File: src/rtl/word_packer_256.sv
// Packs a stream of WORD_W-bit words into one NWORDS*WORD_W-bit result.
// Word k lands in result[WORD_W*k +: WORD_W]; a flush closes a partial result early.
module word_packer_256 #(
  parameter int WORD_W = 16,
  parameter int NWORDS = 16,
  parameter int IDX_W  = $clog2(NWORDS)
) (
  input  logic                     clk,
  input  logic                     reset,
  input  logic                     in_valid,
  output logic                     in_ready,
  input  logic [WORD_W-1:0]        in_word,
  input  logic                     flush,
  output logic                     out_valid,
  input  logic                     out_ready,
  output logic [WORD_W*NWORDS-1:0] result,
  output logic [IDX_W:0]           count
);

  typedef enum logic {
    FILL = 1'b0,
    FULL = 1'b1
  } state_e;

  state_e                     state_q, state_d;
  logic [IDX_W-1:0]           idx_q, idx_d;
  logic [IDX_W:0]             count_q, count_d;
  logic [WORD_W*NWORDS-1:0]   result_q, result_d;
  logic                       accept;
  logic                       clear;

  assign accept = (state_q == FILL) && in_valid;

  always_comb begin
    state_d = state_q;
    idx_d   = idx_q;
    count_d = count_q;
    clear   = 1'b0;
    case (state_q)
      FILL: begin
        if (accept) begin
          idx_d   = idx_q + 1'b1;
          count_d = count_q + 1'b1;
          // The word is stored before a same-cycle flush closes the result.
          if (idx_q == IDX_W'(NWORDS - 1) || flush) state_d = FULL;
        end else if (flush && count_q != '0) begin
          state_d = FULL;
        end
      end
      FULL: begin
        if (out_ready) begin
          state_d = FILL;
          idx_d   = '0;
          count_d = '0;
          clear   = 1'b1;
        end
      end
      default: state_d = FILL;
    endcase
  end

  // Each slot is written only at its own index; no data ever moves between slots.
  generate
    for (genvar gi = 0; gi < NWORDS; gi++) begin : g_slot
      logic slot_we;
      assign slot_we = accept && (idx_q == IDX_W'(gi));
      assign result_d[gi*WORD_W +: WORD_W] =
        clear   ? '0      :
        slot_we ? in_word : result_q[gi*WORD_W +: WORD_W];
    end
  endgenerate

  always_ff @(posedge clk or posedge reset) begin
    if (reset) begin
      state_q  <= FILL;
      idx_q    <= '0;
      count_q  <= '0;
      result_q <= '0;
    end else begin
      state_q  <= state_d;
      idx_q    <= idx_d;
      count_q  <= count_d;
      result_q <= result_d;
    end
  end

  assign in_ready  = (state_q == FILL);
  assign out_valid = (state_q == FULL);
  assign result    = result_q;
  assign count     = count_q;

endmodule

File: config.mk
export PLATFORM = sky130hd
export DESIGN_NAME = word_packer_256
export DESIGN_NICKNAME = d
export VERILOG_FILES = /design/src/rtl/word_packer_256.sv
export SDC_FILE = /design/constraint.sdc
export NUM_CORES = 1
export LEC_CHECK = 0
export CORE_MARGIN = 2
export CORE_UTILIZATION = 35
export CTS_BUF_LIST = sky130_fd_sc_hd__clkbuf_4 sky130_fd_sc_hd__clkbuf_8 sky130_fd_sc_hd__clkbuf_16
export DETAILED_ROUTE_END_ITERATION = 16
export HOLD_SLACK_MARGIN = 0.1
export SYNTH_ARGS = -nofsm -noshare
export SYNTH_HDL_FRONTEND = slang
export SYNTH_SLANG_ARGS = --single-unit
File: constraint.sdc
create_clock -name clk -period 28.8 [get_ports clk]
set_clock_uncertainty 0.15 [all_clocks]
set_input_delay 8.64 -clock clk [delete_from_list [all_inputs] [get_ports clk]]
set_output_delay 8.64 -clock clk [all_outputs]
set_load 0.03 [all_outputs]
After elaboration in Yosys (flattened, before gate mapping)
Cells that the tools add are included.
Widths: inputs -> output; s select.
{"block": "classes", "n_eq_ne": 17, "n_reduce_logical": 38, "muxes": 45, "bitwise_logic": 1, "add_sub_neg": 2}
{"cell": "$mux 16", "count": 32}
{"cell": "$eq 4x4->1 const B", "count": 8}
{"cell": "$reduce_bool 2->1", "count": 16}
{"cell": "$logic_and 1x1->1", "count": 18}
{"cell": "$eq 4x3->1 const B", "count": 4}
{"cell": "$mux 5", "count": 2}
{"cell": "$pmux 5 s2", "count": 1}
{"cell": "$eq 4x2->1 const B", "count": 2}
{"cell": "$mux 4", "count": 2}
{"cell": "$pmux 4 s2", "count": 1}
{"cell": "$mux 1", "count": 6}
{"cell": "$add 5x1->5 const B", "count": 1}
{"cell": "$reduce_bool 5->1", "count": 1}
{"cell": "$add 4x1->4 const B", "count": 1}
{"cell": "$eq 4x1->1 const B", "count": 1}
{"cell": "$logic_not 4->1", "count": 1}
{"cell": "$ne 2x1->1 const B", "count": 1}
{"cell": "$ne 2x2->1 const B", "count": 1}
{"cell": "$pmux 1 s2", "count": 1}
{"cell": "$reduce_and 2->1", "count": 1}
{"cell": "$logic_or 1x1->1", "count": 1}
{"cell": "$not 1->1", "count": 1}
{"block": "totals", "word_cells": 122, "in_bits": 21, "register_bits": 266, "out_inout_bits": 263}

Depth between registers and ports, before layout
Gate-level depths: netlist of the first run.
{"block": "logic_depth", "word_depth": 5, "depth_mapped": 7, "depth_no_buf": 5}

Least setup slack after synthesis of the first run
No wires, ideal clock.
{"block": "synth_timing", "path_kind": "in2reg", "start": "in in_valid", "end": "reg state_q (netlist: out_valid)", "slack_ps": 19078, "t_required_ps": 28524, "t_arrival_ps": 9446, "path_stages": 5, "setup_ps": 126, "cell_sequence": "and3_1 buf_2 and2_1 buf_2 o311a_1"}
{"block": "synth_between", "elab_chain_cells": 3}
{"item": "start, declared", "line": "10", "rtl": "input logic in_valid,"}
{"item": "$logic_and 1x1->1", "line": "32", "rtl": "assign accept = (state_q == FILL) && in_valid;"}
{"item": "$mux 1", "line": "41", "rtl": "if (accept) begin"}
{"item": "$pmux 1 s2", "line": "39", "rtl": "case (state_q)"}
{"item": "net state_d", "line": "25", "rtl": "state_e state_q, state_d;"}
{"item": "end signal, assigned", "line": "80", "rtl": "state_q <= state_d;"}
{"item": "end, declared", "line": "25"}
The timed path passes the listed nets, and every way through them passes these cells.
A chain may end at the register's enable or synchronous reset.

==> flow_summary_export.csv, run 1 <==
group,metric,value,unit
run_status,status,"finished clean",
critical_path,cp.required,29.23,ns
yosys,yosysUniqueCellTypes,33,
clocking,postCtsHoldBufs,0,
pwr,p_leak,6.37,nW
timing,worst_pin_slew,1.33,ns
clocking,cts_made_buffers,30,
floorplanning,die_h,185,microns
timing,maxSlewHeadroom,11.1,%
timing,final.setup.tns,0,ns
pwr,seqPwrFrac,37.5,%
critical_path,r2r-end,"result[224]",
critical_path,critical-path-max-stage-delay,0.84,ns
pwr,ir_worst_vdd,0.0000932,V
pwr,p_clk_share,35.8,%
floorplanning,design.die.area,34200,sq um
yosys,syn-num-nets,1270,
timing,fin_crit_sh,38.7,%
detailed_routing,first_iter_violations,1078,
min_path,hold_class,"reg -> reg",
detailed_routing,ant_nets,0,
critical_path,crit_slowest_cell,"buf_4",
grt,top_usage_layer,"met2",
floorplanning,fp-row-count,66,
timing,final_max_slew_viol_count,0,
min_path,hold_start,"result[179]",
grt,grt_pass1_vias,9726,
clocking,cts_tree,"built",
clocking,cts_root_buffer,"clkbuf_16",
detailed_routing,drc,0,
finish,n_antenna_cell,0,
pwr,power_density,76.7,nW/um^2
yosys,avgSynthCellArea,9.21,sq um
grt,gr-usage-met1,34.0,%
clocking,clock_sinks,266,
yosys,ys_ff_latch,266,
timing,final.min_clock_period,11.16,ns
pwr,p_int,0.771,mW
grt,grt_use_total,23.3,%
floorplanning,die_x,185,microns
timing,rsz0062_at_grt,"false",
floorplanning,core_area,32400,sq um
pwr,p_switching,0.414,mW
finish,final_nets,1468,
run,maxCapViolCount,0,
critical_path,rr_worst_depth,4,
detailed_routing,num_vias,10200,
place,dp_hpwl,23.6,mm
timing,hold_viol_final,0,
critical_path,critPathArrivalTime,11.59,ns
clocking,h-tree-depth,1,
yosys,synth_warnings,0,
critical_path,r2r_slack,25.64,ns
floorplanning,start_util,35.4,%
grt,grt_max_degree,183,
critical_path,crit_path_frequent_cell,"buf_4",
critical_path,r2r_start,"out_valid",
place,gp_congestion,0.792,
detailed_routing,detail_route.first_pass.iterations,5,
finish,drive_gt1_share,7.51,%
place,portBuffers,283,
grt,gr-usage-met3,4.74,%
yosys,syn_area,11400,sq um
grt,grtUsageMet2,35.4,%
detailed_routing,via_per_inst,5.35,
detailed_routing,wirelength,40.4,mm
min_path,hold_depth,2,
clocking,insertion_delay,0.55,ns
pwr,swShare,34.9,%
floorplanning,io_pins,284,
finish,area_growth,35.0,%
critical_path,crit_path_end_kind,"async pin",
grt,grt_overflow_total,0,
timing,timing.fmax,89.6,MHz
critical_path,critPathLaunchType,"primary input",
finish,final_area,15500,sq um
grt,grt_pass1_wl,60.9,mm
clocking,clockBufferDepth,3,
clocking,clk_pin_slew,0.06,ns
place,postPlaceCellArea,14300,sq um
critical_path,path_max_fanout,133,
yosys,postSynthCellCount,1243,
pwr,p_comb_share,26.7,%
critical_path,crit_chain,"clkdlybuf4s50_1 -> inv_8 -> buf_4 -> buf_4",
critical_path,path_class,"in -> async",
timing,finalSetupViolations,0,
min_path,worst_hold_path.endpoint,"result[179]",
grt,antenna_found_initial,0,
clocking,postCtsSetupBuffers,0,
yosys,yosysSeqAreaShare,58.2,%
detailed_routing,wl_per_cell,21.2,microns
clocking,cts_resized,0,
## placed cells by master, fill, tap and decap left out, drive strengths merged
master | Yosys | routed
mux2i | 6 | 6
nand3 | 253 | 253
nor4 | 1 | 1
clkinv | 0 | 6
and3b | 3 | 3
clkinvlp | 0 | 1
nand4 | 5 | 5
dfrtp | 266 | 266
o21ai | 256 | 256
o22ai | 1 | 1
nor2b | 6 | 6
xnor2 | 1 | 1
clkbuf | 58 | 44
o311a | 1 | 1
and3 | 1 | 1
a22o | 2 | 2
nor2 | 1 | 1
and2 | 17 | 17
inv | 7 | 7
buf | 81 | 22
nor3b | 2 | 2
bufinv | 0 | 5
ha | 6 | 6
a21oi | 2 | 2
clkdlybuf4s50 | 0 | 283
nand2 | 267 | 267
## flip-flops by register name (all words and copies together) (netlist names)
| name | flops |
|---|---|
| result | 256 |
| count | 5 |
| out_valid | 1 |
| idx_q | 4 |
## cell usage after synthesis, drive strengths merged
cell type | number | area share [%]
a21oi | 2 | 0.087
a22o | 2 | 0.15
and2 | 17 | 1.2
and3 | 1 | 0.055
and3b | 3 | 0.23
buf | 81 | 4.2
clkbuf | 58 | 2.0
dfrtp | 266 | 58
ha | 6 | 0.66
inv | 7 | 0.23
mux2i | 6 | 0.52
nand2 | 267 | 8.8
nand3 | 253 | 11
nand4 | 5 | 0.27
nor2 | 1 | 0.033
nor2b | 6 | 0.35
nor3b | 2 | 0.17
nor4 | 1 | 0.055
o21ai | 256 | 12
o22ai | 1 | 0.055
o311a | 1 | 0.087
xnor2 | 1 | 0.077
## stage by stage
step / instances / setup WS, ns / utilization [%] / power (mW) / hold slack (ns)
floorplan: 1243 / 12.68 / - / 0.641 / 0.364
global placement: 1851 / 16.99 / 44.3 / 0.765 / 0.342
detailed placement: 1851 / 16.98 / 44.3 / 0.767 / 0.345
CTS: 1907 / 17.58 / 47.7 / 1.19 / 0.363
global route: 1907 / 17.20 / 47.7 / 1.24 / 0.385
finish: 1907 / 17.64 / 47.7 / 1.19 / 0.365
## power groups by stage
| stage | registers [mW] | clock network, mW | logic, mW |
|---|---|---|---|
| after floorplan | 0.510 | 0 | 0.131 |
| after global routing | 0.449 | 0.449 | 0.339 |
| final | 0.445 | 0.424 | 0.316 |
| after CTS | 0.445 | 0.431 | 0.318 |
| after detailed placement | 0.450 | 0 | 0.317 |
| after global placement | 0.451 | 0 | 0.315 |
## worst max-delay path by stage
stage,start,to,slack [ns],depth (start not counted)
floorplan,reset,count[0],12.68,1
global placement,reset,result[74],16.99,4
detailed placement,reset,result[74],16.98,4
CTS,reset,result[72],17.58,4
global route,reset,result[73],17.20,4
finish,reset,result[72],17.64,4
## area by class of cell
class,count,area (sq um)
Clock inverter,12,199
Timing Repair Buffer,305,3000
Sequential cell,266,6660
Tap cell,442,553
Fill cell,3069,16900
Clock buffer,44,923
Multi-Input combinational cell,831,4090
Inverter,7,33.8
## metal layers
| metal | up-vias | share of wire, % |
|---|---|---|
| met5 | - | 0 |
| met4 | 0 | 2.3 |
| li1 | 4592 | - |
| met1 | 5082 | 44 |
| met2 | 461 | 45 |
| met3 | 70 | 9.0 |
## kinds of logic (layout without fill, tap and decap cells)
group                    after synthesis  after routing  synth area share, %
XOR/XNOR                               1              1               0.0765
AND/OR/NAND/NOR                      556            556                 22.2
adder cells (fa/ha/maj)                6              6                0.656
multiplexers                           6              6                0.525
buffers and inverters                146            368                 6.43
flip-flops                           266            266                 58.2
AO/OA/AOI/OAI                        262            262                 11.9
## worst max-delay path, delay by kind of cell
kind	cells	cell delay [ns]
buffers and inverters	4	2.68
No activity file was read; power rests on OpenSTA's default activity.
==> run 2, diff against run 1 <==
==> constraint.sdc (replaced) <==
create_clock -name clk -period 10.3 [get_ports clk]
set_clock_uncertainty 0.15 [all_clocks]
set_input_delay 3.09 -clock clk [delete_from_list [all_inputs] [get_ports clk]]
set_output_delay 3.09 -clock clk [all_outputs]
set_load 0.03 [all_outputs]
==> flow_summary_export.csv, run 2 (synthesis gave the netlist of run 1 again) <==
group,metric,value,unit
grt,grt_use_total,23.0,%
finish,layout_commonest_cell,"clkdlybuf4s50_1",
critical_path,path_class,"reg -> out",
floorplanning,design.die.area,34200,sq um
critical_path,path_max_fanout,12,
critical_path,critPathLaunchType,"register",
finish,nFillCells,3061,
detailed_routing,detail_route.first_pass.iterations,5,
clocking,clockBufferDepth,3,
floorplanning,core_area,32400,sq um
floorplanning,die_x,185,microns
clocking,cts_tree,"built",
timing,hold_viol_final,0,
timing,timing.fmax,182,MHz
clocking,postCtsHoldBufs,0,
critical_path,r2r_start,"out_valid",
clocking,clk_pin_slew,0.06,ns
pwr,power_density,210,nW/um^2
finish,fin_util,47.5,%
finish,n_antenna_cell,0,
grt,grt_pass1_wl,60.0,mm
clocking,postCtsSetupBuffers,0,
clocking,h-tree-depth,1,
timing,worst_pin_slew,1.27,ns
min_path,hold_class,"reg -> reg",
finish,largest_reg_flops,256,
finish,area_growth,34.4,%
detailed_routing,via_per_inst,5.36,
floorplanning,fp-row-count,66,
grt,grt_pass1_vias,9638,
clocking,cts_root_buffer,"clkbuf_16",
grt,gr-usage-met1,34.0,%
timing,finalSetupViolations,0,
clocking,cts_resized,0,
clocking,cts_made_buffers,29,
min_path,hold_depth,2,
detailed_routing,ant_nets,0,
finish,multi_input_area,4090,sq um
place,gp_congestion,0.789,
grt,grtUsageMet2,33.8,%
timing,final.min_clock_period,5.49,ns
grt,antenna_found_initial,0,
detailed_routing,drc,0,
finish,layout_common_cells,"clkdlybuf4s50_1 (283), nand2_1 (266), dfrtp_1 (266)",
timing,final_max_slew_viol_count,0,
grt,top_usage_layer,"met1",
detailed_routing,first_iter_violations,1122,
finish,regArea,6660,sq um
grt,grt_max_degree,176,
run_status,status,"finished clean",
critical_path,critPathArrivalTime,2.25,ns
run,maxCapViolCount,0,
finish,drive_gt1_share,7.45,%
grt,gr-usage-met3,4.62,%
grt,grt_overflow_total,0,
finish,final_nets,1469,
min_path,hold_start,"result[116]",
pwr,ir_worst_vdd,0.000278,V
critical_path,r2r_slack,7.24,ns
min_path,worst_hold_path.endpoint,"result[116]",
detailed_routing,num_vias,10200,
place,place_ws,4.40,ns
clocking,insertion_delay,0.54,ns
critical_path,crit_path_end_kind,"output pin",
timing,final.setup.tns,0,ns
floorplanning,start_util,35.4,%
timing,fin_ws,4.81,ns
timing,fin_crit_sh,53.3,%
place,portBuffers,283,
detailed_routing,wl_per_cell,21.0,microns
timing,maxSlewHeadroom,14.8,%
clocking,clock_sinks,266,
critical_path,r2r-end,"result[204]",
place,dp_hpwl,23.6,mm
critical_path,cp.required,7.06,ns
floorplanning,io_pins,284,
timing,rsz0062_at_grt,"false",
detailed_routing,wirelength,40.1,mm
floorplanning,die_h,185,microns
pwr,p_leak,6.34,nW
critical_path,rr_worst_depth,4,
==> run 2: layout make-up <==
type	count	area share, %
Inverter	7	0.195
Sequential cell	266	43.3
Timing Repair Buffer	307	19.7
Clock buffer	45	6.07
Clock inverter	8	0.610
Tap cell	442	3.59
Multi-Input combinational cell	831	26.6
==> run 2: power breakdown <==
part	switching, mW	total [mW]	internal, mW	leakage [nW]
Clock	0.430	1.10	0.669	0.519
Sequential	0.0926	1.24	1.15	3.69
Combinational	0.624	0.889	0.265	2.13
Total	1.15	3.23	2.08	6.34
==> run 2: worst max-delay path by stage <==
stage          startpoint     endpoint  slack (ns)  depth (start not counted)
4_1_cts         out_valid     in_ready        4.79                          2
3_5_place_dp    out_ready  result[204]        4.40                          5
6_report        out_valid     in_ready        4.81                          2
5_1_grt         out_valid     in_ready        4.69                          2
3_3_place_gp    out_ready   result[95]        4.44                          5
2_1_floorplan       reset     count[0]        3.55                          1
==> run 2: worst max-delay path, cell delays in order, from the launching register on <==
cell             delay (ns)
dfrtp_1                0.80
inv_1                  0.24
clkdlybuf4s50_1        0.67
==> run 2: per-stage QoR <==
stage               std cells  hold WS, ns  cell area, sq um  total power [mW]
detailed placement       1853        0.363             14400              2.14
global placement         1853        0.353             14400              2.14
global route             1906        0.394             15400              3.37
finish                   1906        0.366             15400              3.23
CTS                      1906        0.370             15400              3.25
floorplan                1243        0.364             11400              1.79
==> run 2: per-layer routing <==
layer  share of wire [%]  vias to the layer above
met1                  45                     5058
met5                   0                        -
met3                 8.8                       81
met2                  44                      490
met4                 3.0                        0
li1                    -                     4584
==> run 3, diff against run 2 <==
==> constraint.sdc (replaced) <==
create_clock -name clk -period 5.1 [get_ports clk]
set_clock_uncertainty 0.15 [all_clocks]
set_input_delay 1.53 -clock clk [delete_from_list [all_inputs] [get_ports clk]]
set_output_delay 1.53 -clock clk [all_outputs]
set_load 0.03 [all_outputs]
==> flow_summary_export.csv, run 3 (synthesis gave the netlist of run 1 again) <==
group,metric,value,unit
timing,hold_viol_final,0,
detailed_routing,wirelength,41.5,mm
detailed_routing,via_per_inst,5.36,
grt,grt_overflow_total,0,
place,placed_cells,1868,
floorplanning,fp-row-count,66,
critical_path,cp.required,3.42,ns
timing,final_max_slew_viol_count,0,
clocking,h-tree-depth,1,
finish,largest_reg_flops,256,
detailed_routing,wl_per_cell,21.6,microns
clocking,clk_pin_slew,0.06,ns
finish,drive_gt1_share,8.14,%
clocking,cts_resized,0,
critical_path,critPathTopFamily,"buffers and inverters",
place,place_ws,1.16,ns
clocking,clockBufferDepth,3,
floorplanning,design.die.area,34200,sq um
critical_path,crit_chain,"inv_1 -> clkdlybuf4s50_1",
detailed_routing,first_iter_violations,1062,
timing,rsz0062_at_grt,"false",
min_path,hold_class,"reg -> reg",
grt,grt_pass1_vias,9843,
timing,final.min_clock_period,3.99,ns
critical_path,path_max_fanout,12,
finish,final_nets,1484,
place,dp_hpwl,25.4,mm
floorplanning,die_x,185,microns
finish,fin_cells,1917,
critical_path,crit_slowest_cell,"dfrtp_1",
timing,maxSlewHeadroom,13.9,%
place,gp_congestion,0.779,
clocking,postCtsHoldBufs,0,
critical_path,crit_buf_inv,2,
pwr,power_density,416,nW/um^2
floorplanning,die_h,185,microns
clocking,clock_sinks,266,
place,portBuffers,283,
pwr,ir_worst_vdd,0.000459,V
clocking,cts_made_buffers,29,
grt,grt_max_degree,137,
finish,layout_commonest_cell,"clkdlybuf4s50_1",
pwr,p_leak,6.38,nW
finish,n_antenna_cell,0,
grt,antenna_found_initial,0,
clocking,cts_tree,"built",
finish,layout_common_cells,"clkdlybuf4s50_1 (283), nand2_1 (266), dfrtp_1 (266)",
floorplanning,start_util,35.4,%
run_status,status,"finished clean",
run,maxCapViolCount,0,
clocking,postCtsSetupBuffers,0,
floorplanning,core_area,32400,sq um
critical_path,path_class,"reg -> out",
timing,timing.fmax,251,MHz
grt,grt_use_total,24.1,%
timing,final.setup.tns,0,ns
timing,fin_crit_sh,78.2,%
grt,grt_pass1_wl,62.4,mm
timing,finalSetupViolations,0,
critical_path,critPathLaunchType,"register",
floorplanning,io_pins,284,
detailed_routing,detail_route.first_pass.iterations,5,
finish,area_growth,35.1,%
critical_path,critPathArrivalTime,2.31,ns
critical_path,crit_path_end_kind,"output pin",
finish,nFillCells,3087,
timing,fin_ws,1.11,ns
timing,worst_pin_slew,1.29,ns
clocking,cts_root_buffer,"clkbuf_16",
detailed_routing,ant_nets,0,
clocking,insertion_delay,0.55,ns
detailed_routing,num_vias,10300,
detailed_routing,drc,0,
critical_path,critical-path-max-stage-delay,0.80,ns
-- run 3: routing by layer --
layer / up-vias / share of wire, % / GRT usage, %
met1: 5117 / 44 / 35.5
met4: 0 / 3.1 / 7.43
met5: - / 0 / 0
met2: 485 / 44 / 35.4
li1: 4607 / - / -
met3: 74 / 9.1 / 5.11
-- run 3: worst reg2reg max path, stage by stage, from the launching register on --
cell and delay, ns:
dfrtp_1 0.43, inv_1 0.13, ha_1 0.18, nor2b_4 0.77, and2_0 0.72, o21ai_0 0.23
-- run 3: power breakdown --
part           total, mW  switching, mW  internal, mW
Combinational       1.83           1.26         0.564
Clock               2.09          0.865          1.23
Sequential          2.52          0.195          2.32
Total               6.44           2.32          4.11
-- run 3: area by class of cell --
| class | count | area [sq um] | share of cell area, % |
|---|---|---|---|
| multi-input combinational | 831 | 4090 | 26.5 |
| clock buffer | 42 | 873 | 5.65 |
| clock inverter | 7 | 68.8 | 0.445 |
| inverter | 7 | 30.0 | 0.194 |
| sequential | 266 | 6660 | 43.0 |
| tap | 442 | 553 | 3.58 |
| timing repair buffer | 322 | 3190 | 20.6 |
-- run 3: worst paths after layout --
kind,start,to,slack [ns],depth (start not counted)
setup / recovery,out_valid,in_ready,1.11,2
hold / removal,result[116],result[116],0.37,2
setup reg to reg,idx_q[0],result[14],2.32,5
hold reg to reg,result[116],result[116],0.37,2
max in group asynchronous,reset,result[64],2.41,4
min in group asynchronous,reset,result[162],1.32,2
-- run 3: metrics by stage --
stage               utilization (%)  area [sq um]  total power [mW]  hold slack (ns)
global placement               44.9         14500              4.37            0.355
finish                         47.8         15500              6.44            0.366
CTS                            47.8         15500              6.47            0.368
global route                   47.8         15500              6.70            0.381
detailed placement             44.9         14500              4.37            0.358
floorplan                         -         11400              3.62            0.364
